$ cat src/rtl/m_bus_pkg.sv
// Shared definitions for the nibble packer: default widths, the fill-side
// state type and a helper that sizes a 0..n counter.
package m_bus_pkg;

    localparam int NIB_W_DEF   = 4;
    localparam int NUM_NIB_DEF = 4;

    typedef enum logic {
        IDLE = 1'b0,
        FILL = 1'b1
    } fill_state_t;

    // Width needed to hold any value from 0 up to and including n.
    function automatic int clog2p1(input int n);
        return $clog2(n + 1);
    endfunction

endpackage

$ cat src/rtl/m_nibble_shift.sv
// Accumulator for the nibble packer. Places each accepted nibble at its
// left-aligned slot, tracks how many nibbles are held, and reports when a
// word (full or flushed) should leave for the output register.
module m_nibble_shift
    import m_bus_pkg::*;
#(
    parameter int NIB_W   = NIB_W_DEF,
    parameter int NUM_NIB = NUM_NIB_DEF,
    localparam int CW     = clog2p1(NUM_NIB),
    localparam int WW     = NIB_W * NUM_NIB
) (
    input  logic             clk,
    input  logic             rst_n,
    input  logic             accept,
    input  logic             take_flush,
    input  logic [NIB_W-1:0] in_data,
    output logic             emit,
    output logic [WW-1:0]    emit_word,
    output logic [CW-1:0]    emit_count
);

    fill_state_t     state;
    fill_state_t     state_next;
    logic [CW-1:0]   cnt;
    logic [CW-1:0]   cnt_next;
    logic [CW-1:0]   cnt_inc;
    logic [WW-1:0]   acc;
    logic [WW-1:0]   acc_next;
    logic [WW-1:0]   merged;
    logic            done;

    // Word as it would look including this cycle's nibble, and emit decision.
    always_comb begin
        merged = acc;
        for (int i = 0; i < NUM_NIB; i++) begin
            if (accept && (cnt == CW'(i))) begin
                merged[NIB_W*(NUM_NIB-1-i) +: NIB_W] = in_data;
            end
        end
        cnt_inc    = cnt + CW'(accept);
        done       = accept && (cnt == CW'(NUM_NIB - 1));
        emit       = done || (take_flush && (cnt_inc != '0));
        emit_word  = merged;
        emit_count = cnt_inc;
    end

    // Fill-side next state: emitting always empties the accumulator.
    always_comb begin
        state_next = state;
        cnt_next   = cnt;
        acc_next   = acc;
        case (state)
            IDLE, FILL: begin
                if (emit) begin
                    state_next = IDLE;
                    cnt_next   = '0;
                    acc_next   = '0;
                end else if (accept) begin
                    state_next = FILL;
                    cnt_next   = cnt_inc;
                    acc_next   = merged;
                end
            end
            default: begin
                state_next = IDLE;
                cnt_next   = '0;
                acc_next   = '0;
            end
        endcase
    end

    // Accumulator registers; reset discards any partial word.
    always_ff @(posedge clk or negedge rst_n) begin
        if (!rst_n) begin
            state <= IDLE;
            cnt   <= '0;
            acc   <= '0;
        end else begin
            state <= state_next;
            cnt   <= cnt_next;
            acc   <= acc_next;
        end
    end

endmodule

$ cat src/rtl/m_nibble_packer.sv
// Nibble packer top: valid/ready input, accumulator, and a one-entry output
// register. Optional feature macro: PACKER_PARITY_EN adds a registered
// out_parity (XOR of the emitted word, padding included).
module m_nibble_packer
    import m_bus_pkg::*;
#(
    parameter int NIB_W   = NIB_W_DEF,
    parameter int NUM_NIB = NUM_NIB_DEF,
    localparam int CW     = clog2p1(NUM_NIB),
    localparam int WW     = NIB_W * NUM_NIB
) (
    input  logic             clk,
    input  logic             rst_n,
    input  logic             in_valid,
    output logic             in_ready,
    input  logic [NIB_W-1:0] in_data,
    input  logic             flush,
    output logic             out_valid,
    input  logic             out_ready,
    output logic [WW-1:0]    out_data,
    output logic [CW-1:0]    out_count
`ifdef PACKER_PARITY_EN
    ,
    output logic             out_parity
`endif
);

    logic          accept;
    logic          take_flush;
    logic          emit;
    logic [WW-1:0] emit_word;
    logic [CW-1:0] emit_count;

    // Ready whenever the output slot is free or being drained this cycle.
    always_comb begin
        in_ready   = !out_valid || out_ready;
        accept     = in_valid && in_ready;
        take_flush = flush && in_ready;
    end

    m_nibble_shift #(
        .NIB_W   (NIB_W),
        .NUM_NIB (NUM_NIB)
    ) u_shift (
        .clk        (clk),
        .rst_n      (rst_n),
        .accept     (accept),
        .take_flush (take_flush),
        .in_data    (in_data),
        .emit       (emit),
        .emit_word  (emit_word),
        .emit_count (emit_count)
    );

    // Output register: load on emit (may replace a draining word), else drain.
    always_ff @(posedge clk or negedge rst_n) begin
        if (!rst_n) begin
            out_valid  <= 1'b0;
            out_data   <= '0;
            out_count  <= '0;
`ifdef PACKER_PARITY_EN
            out_parity <= 1'b0;
`endif
        end else if (emit) begin
            out_valid  <= 1'b1;
            out_data   <= emit_word;
            out_count  <= emit_count;
`ifdef PACKER_PARITY_EN
            out_parity <= ^emit_word;
`endif
        end else if (out_valid && out_ready) begin
            out_valid  <= 1'b0;
        end
    end

endmodule

$ cat config.mk
export PLATFORM = sky130hd
export DESIGN_NAME = m_nibble_packer
export DESIGN_NICKNAME = d
export VERILOG_FILES = /design/src/rtl/m_bus_pkg.sv /design/src/rtl/m_nibble_shift.sv /design/src/rtl/m_nibble_packer.sv
export SDC_FILE = /design/constraint.sdc
export NUM_CORES = 1
export LEC_CHECK = 0
export ABC_AREA = 1
export CORE_ASPECT_RATIO = 1.75
export CORE_UTILIZATION = 40
export CTS_CLUSTER_SIZE = 12
export DETAILED_ROUTE_END_ITERATION = 7
export PLACE_DENSITY = 0.66
export REMOVE_ABC_BUFFERS = 1
export SLEW_MARGIN = 15
export SYNTH_ARGS = -nofsm -noshare
export SYNTH_HDL_FRONTEND = slang
export SYNTH_HIERARCHICAL = 1
export SYNTH_SLANG_ARGS = --single-unit
$ cat constraint.sdc
create_clock -name clk -period 2.8 [get_ports clk]
set_input_delay 0.56 -clock clk [delete_from_list [all_inputs] [get_ports clk]]
set_output_delay 0.56 -clock clk [all_outputs]
set_load 0.005 [all_outputs]
==> results of run 1 <==
state kept, by name (all words and copies together), names as in the netlist:
name / flops
u_shift/cnt: 3
out_data: 16
out_count: 3
out_valid: 1
u_shift/acc: 16
metrics by stage:
| stage | std cells | hold WS, ns | setup WS, ns | util [%] | TNS [ns] |
|---|---|---|---|---|---|
| floorplan | 231 | 0.264 | -0.407 | - | -8.02 |
| global placement | 316 | 0.454 | 0.334 | 49.2 | 0 |
| detailed placement | 316 | 0.460 | 0.256 | 49.2 | 0 |
| CTS | 324 | 0.417 | 0.551 | 51.2 | 0 |
| global route | 324 | 0.463 | 0.372 | 51.2 | 0 |
| finish | 324 | 0.374 | 0.578 | 51.2 | 0 |
routing by layer:
metal / vias up / wire [microns] / part of all wire, %
li1: 781 / - / -
met1: 691 / 1470 / 41
met2: 31 / 1880 / 53
met3: 6 / 122 / 3.4
met4: 0 / 81 / 2.3
met5: - / 0 / 0
area by class of cell:
| class | instances | area share (%) |
|---|---|---|
| Sequential cell | 39 | 43.3 |
| Multi-Input combinational cell | 148 | 28.3 |
| Timing Repair Buffer | 34 | 14.3 |
| Inverter | 44 | 7.32 |
| Clock buffer | 5 | 3.05 |
| Tap cell | 51 | 2.83 |
| Clock inverter | 3 | 0.887 |
path summary, 6_finish.rpt:
check                                                end  slack, ns  depth (start not counted)
worst max-delay path            out_data[12]$_DFFE_PN0P_       0.58                         13
worst min-delay path            out_count[2]$_DFFE_PN0P_       0.37                          1
worst max register to register  out_data[12]$_DFFE_PN0P_       0.90                         11
worst min register to register  out_data[13]$_DFFE_PN0P_       0.47                          2
max in group asynchronous       out_data[11]$_DFFE_PN0P_       1.88                          1
min in group clk                out_data[13]$_DFFE_PN0P_       0.47                          2
cell families (layout without fill, tap and decap cells):
logic type,Yosys count,after routing,synth area share (%)
fa+ha+maj,2,2,1.35
buf+inv,53,86,12.7
compound gates,6,6,1.62
simple gates,140,140,31.6
flops,39,39,52.8
synthesized netlist by cell type, drive strengths merged:
cell | number | area (sq um)
a21oi | 4 | 20.0
buf | 9 | 68.8
dfrtp | 39 | 976
ha | 2 | 25.0
inv | 44 | 165
nand2 | 97 | 367
nand3 | 2 | 10.0
nand4 | 17 | 113
nor2 | 24 | 95.1
o21ai | 2 | 10.0
power by group:
group / switching (mW) / internal, mW
clock: 0.203 / 0.173
combinational: 0.582 / 0.473
sequential: 0.131 / 0.784
==> metrics.txt, run 1 <==
synthesized netlist cell count 240; Vias 1509; final wirelength 3.55 mm; WP data required 3.03 ns; max-cap violation count 0; cell with the largest stage delay on the worst path sky130_fd_sc_hd__clkdlybuf4s50_1; maximum operating frequency 450 MHz; routed vias/inst 4.66; M1 GR Usage 18.4%; buffer depth of the longest clock path 2; 1st-iter DRT viols 38; total power 2.35 mW; largest net degree at the start of global routing 40; standard-cell rows 32; commonest non-fill, non-tap cell in the layout sky130_fd_sc_hd__nand2_1; GR met2 Demand/Resource 31.8%; worst setup path startpoint out_ready; Syn Area/Cell 7.71 sq um; met3 Resource Use GR 3.98%; most frequent CP cell sky130_fd_sc_hd__nand2_1; routed len/inst 11.0 microns; number of buffers inserted to repair setup after CTS 0; die span in x 53.4 microns; DIE AREA 0.00491 sq mm; Worst Skew 0.00633 ns; CTS Hold Buffers Added 0; headroom to the max-slew limit 42.3%; buffering stage count on the worst path with inverters included 4; antenna violations before repair 0; worst slew pin tran 0.866 ns; number of slew-limit violations in the final report 0; final period utilization 79.3%; cell area after layout 0.00226 sq mm; core area 0.00440 sq mm; buffer type at the clock tree root sky130_fd_sc_hd__clkbuf_8; Critical Path Sink Type flip-flop; Die Y 91.9 microns; number of filler instances in the final layout 464; critical path, cell by cell clkdlybuf4s50_1 -> inv_1 -> a21oi_1 -> ha_1 -> ha_1 -> nor2_1 -> nand3_1 -> nand2_1 -> nand2_1 -> inv_1 -> buf_4 -> nand2_1 -> nand2_1; clk sinks 39; number of resized instances in the post-cts repair step 0; initial core utilization 42.0%; startpoint of the most critical register-to-register path out_valid$_DFFE_PN0P_; critical path peak fanout 13; global-route wire length before repair 6.30 mm; final critical path time including I/O delays and setup 2.22 ns; delay contributed by the slowest stage of the critical path 0.45 ns; status finished clean; worst voltage drop across the vdd grid 0.655 mV; highest-count cells in the layout ignoring fill and taps sky130_fd_sc_hd__nand2_1 (96), sky130_fd_sc_hd__inv_1 (43), sky130_fd_sc_hd__dfrtp_1 (39); number of DRC violations after detailed routing 0; Reg clk slew, reported paths 0.08 ns; final hold viol count 0; multi-input gate area in the final layout 639 sq um; combined global-route utilization of all metal layers 17.7%; unrepaired setup endpoints after global routing false; count of nets left with antenna violations after detail routing 0; count of inserted antenna diode cells 0; CTS Buf Count 5; Layout Nets 283; aggregate global routing overflow 0; number of distinct library cells after synthesis 17; count of buffers inserted at the top-level ports 29; TritonRoute pass-1 iters 4; reported leakage power 1.29 nW; start-to-end type of the worst setup path in2reg; register bit count reported by yosys 39; TritonCTS clock tree built; critical path's top delay family buffers and inverters; H-tree depth reported by CTS 2; detailed-placement wirelength estimate 2.52 mm; source-to-sink clock delay at the later pin of the worst-skew pair 0.29 ns; share of post-route cells with drive strength above 1 6.96%; register cell area after layout 976 sq um; final weighted congestion in routability-driven placement 0.846; Cell Area, Synth 0.00185 sq mm; type of the worst min-delay path in2async; via count of the first global-routing pass 1482; arrival time reported for the critical path endpoint 2.46 ns; global routing's busiest layer met2; sequential area share after synthesis 52.8%; Placed Instance Area 0.00217 sq mm; power per cell area 1040 mW/mm^2; number of top-level pins 30; launching element type of the critical path input port; Ys Warns 6; Area Overhead vs Synth 22.0%; total setup violations reported at the end of the flow 0
(Power assumes the default switching activity.)
==> inputs of run 2 (changes only) <==
Clock period 2.8 ns to 2.2 ns, I/O delays scaled along.
==> metrics.txt, run 2 (synthesized netlist as in run 1, its figures left out) <==
power per cell area 1370 mW/mm^2 (was 1040 mW/mm^2); worst voltage drop across the vdd grid 0.897 mV (was 0.655 mV); antenna violations before repair 0 (unchanged); critical path's top delay family buffers and inverters (unchanged); aggregate global routing overflow 0 (unchanged); standard-cell rows 32 (unchanged); number of DRC violations after detailed routing 0 (unchanged); commonest non-fill, non-tap cell in the layout sky130_fd_sc_hd__nand2_1 (unchanged); number of slew-limit violations in the final report 0 (unchanged); Vias 1512 (was 1509); arrival time reported for the critical path endpoint 1.66 ns (was 2.46 ns); detailed-placement wirelength estimate 2.77 mm (was 2.52 mm); DIE AREA 0.00491 sq mm (unchanged); Area Overhead vs Synth 29.3% (was 22.0%); unrepaired setup endpoints after global routing false (unchanged); delay contributed by the slowest stage of the critical path 0.51 ns (was 0.45 ns); DP Cell Count 328 (was 316); max-cap violation count 0 (unchanged); total setup violations reported at the end of the flow 0 (unchanged); final hold viol count 0 (unchanged); routed vias/inst 4.50 (was 4.66); source-to-sink clock delay at the later pin of the worst-skew pair 0.29 ns (about the same); combined global-route utilization of all metal layers 17.4% (was 17.7%); WP data required 1.76 ns (was 3.03 ns); CTS Hold Buffers Added 0 (unchanged); CTS Buf Count 5 (unchanged); 1st-iter DRT viols 29 (was 38); count of inserted antenna diode cells 0 (unchanged); final wirelength 3.67 mm (was 3.55 mm); launching element type of the critical path input port (unchanged); buffer type at the clock tree root sky130_fd_sc_hd__clkbuf_8 (unchanged); clk sinks 39 (unchanged); critical path, cell by cell clkdlybuf4s50_1 -> inv_1 -> buf_4 -> nand2_1 -> clkdlybuf4s50_1 (was clkdlybuf4s50_1 -> inv_1 -> a21oi_1 -> ha_1 -> ha_1 -> nor2_1 -> nand3_1 -> nand2_1 -> nand2_1 -> inv_1 -> buf_4 -> nand2_1 -> nand2_1); start-to-end type of the worst setup path in2out (was in2reg); worst slew pin tran 0.458 ns (was 0.866 ns); die span in x 53.4 microns (unchanged); TNS Setup 0 ns (unchanged); TritonRoute pass-1 iters 4 (unchanged); number of top-level pins 30 (unchanged); count of buffers inserted at the top-level ports 29 (unchanged); share of post-route cells with drive strength above 1 11.2% (was 6.96%); status finished clean (unchanged); final period utilization 95.6%; buffering stage count on the worst path with inverters included 4 (unchanged); reported leakage power 1.37 nW (was 1.29 nW); Placed Instance Area 0.00227 sq mm (was 0.00217 sq mm); Worst Skew 0.00552 ns (was 0.00633 ns); H-tree depth reported by CTS 2 (unchanged); number of resized instances in the post-cts repair step 0 (unchanged); Cell Count, Final, Fillers Out 336 (was 324); maximum operating frequency 475 MHz; cell area after layout 0.00239 sq mm (was 0.00226 sq mm); TritonCTS clock tree built (unchanged); Reg clk slew, reported paths 0.07 ns (was 0.08 ns); via count of the first global-routing pass 1409 (was 1482); final critical path time including I/O delays and setup 2.10 ns; largest net degree at the start of global routing 22 (was 40); number of buffers inserted to repair setup after CTS 0 (unchanged); global-route wire length before repair 6.22 mm (was 6.30 mm); Die Y 91.9 microns (unchanged); hold slack final 0.0928 ns (was 0.374 ns); initial core utilization 42.0% (unchanged); buffer depth of the longest clock path 2 (unchanged); Layout Nets 295 (was 283); Critical Path Sink Type output port (was flip-flop); headroom to the max-slew limit 69.5% (was 42.3%); type of the worst min-delay path in2async (unchanged); most frequent CP cell sky130_fd_sc_hd__clkdlybuf4s50_1 (was sky130_fd_sc_hd__nand2_1); count of nets left with antenna violations after detail routing 0 (unchanged); final weighted congestion in routability-driven placement 0.836 (was 0.846); cell with the largest stage delay on the worst path sky130_fd_sc_hd__clkdlybuf4s50_1 (unchanged); critical path peak fanout 2 (was 13); highest-count cells in the layout ignoring fill and taps sky130_fd_sc_hd__nand2_1 (96), sky130_fd_sc_hd__inv_1 (43), sky130_fd_sc_hd__dfrtp_1 (39) (unchanged); routed len/inst 10.9 microns (was 11.0 microns); core area 0.00440 sq mm (unchanged); largest registers in the final layout out_data x16, u_shift/acc x16 (unchanged)
-- run 2: through the flow --
stage	power [mW]	utilization, %	worst slack [ns]
after floorplan	1.96	-	-0.887
after global placement	2.65	51.5	-0.0927
after detailed placement	2.69	51.5	-0.158
after CTS	3.30	54.2	0.0936
after global routing	3.56	54.3	0.0141
final	3.27	54.3	0.0959
-- run 2: area by class of cell --
type / count / area (sq um)
flip-flops and latches: 39 / 976
inverters: 44 / 165
multi-input cells: 148 / 643
clock inverters: 2 / 35.0
well taps: 51 / 63.8
repair buffers: 46 / 425
clock buffers: 6 / 82.6
fillers: 437 / 2010
-- run 2: power breakdown --
group	switching, mW	internal [mW]	total [mW]
Combinational	0.806	0.716	1.52
Sequential	0.145	1.00	1.15
Clock	0.235	0.367	0.601
Total	1.19	2.08	3.27
-- run 2: path summary, 6_finish.rpt --
kind	start	depth (start not counted)	slack [ns]	to
min	rst_n	1	0.09	out_valid$_DFFE_PN0P_
min reg2reg	out_data[12]$_DFFE_PN0P_	2	0.47	out_data[12]$_DFFE_PN0P_
max in group asynchronous	rst_n	2	1.60	u_shift/acc[5]$_DFFE_PN0P_
max	out_ready	5	0.1	in_ready
min in group clk	out_data[12]$_DFFE_PN0P_	2	0.47	out_data[12]$_DFFE_PN0P_
max reg2reg	out_valid$_DFFE_PN0P_	10	0.38	u_shift/acc[15]$_DFFE_PN0P_
-- run 2: per-layer routing --
metal,global-route usage (%),vias up,routed length (microns)
li1,-,802,-
met1,20.6,684,1600
met2,29.5,21,1940
met3,2.99,5,72
met4,7.24,0,65
met5,0,-,0
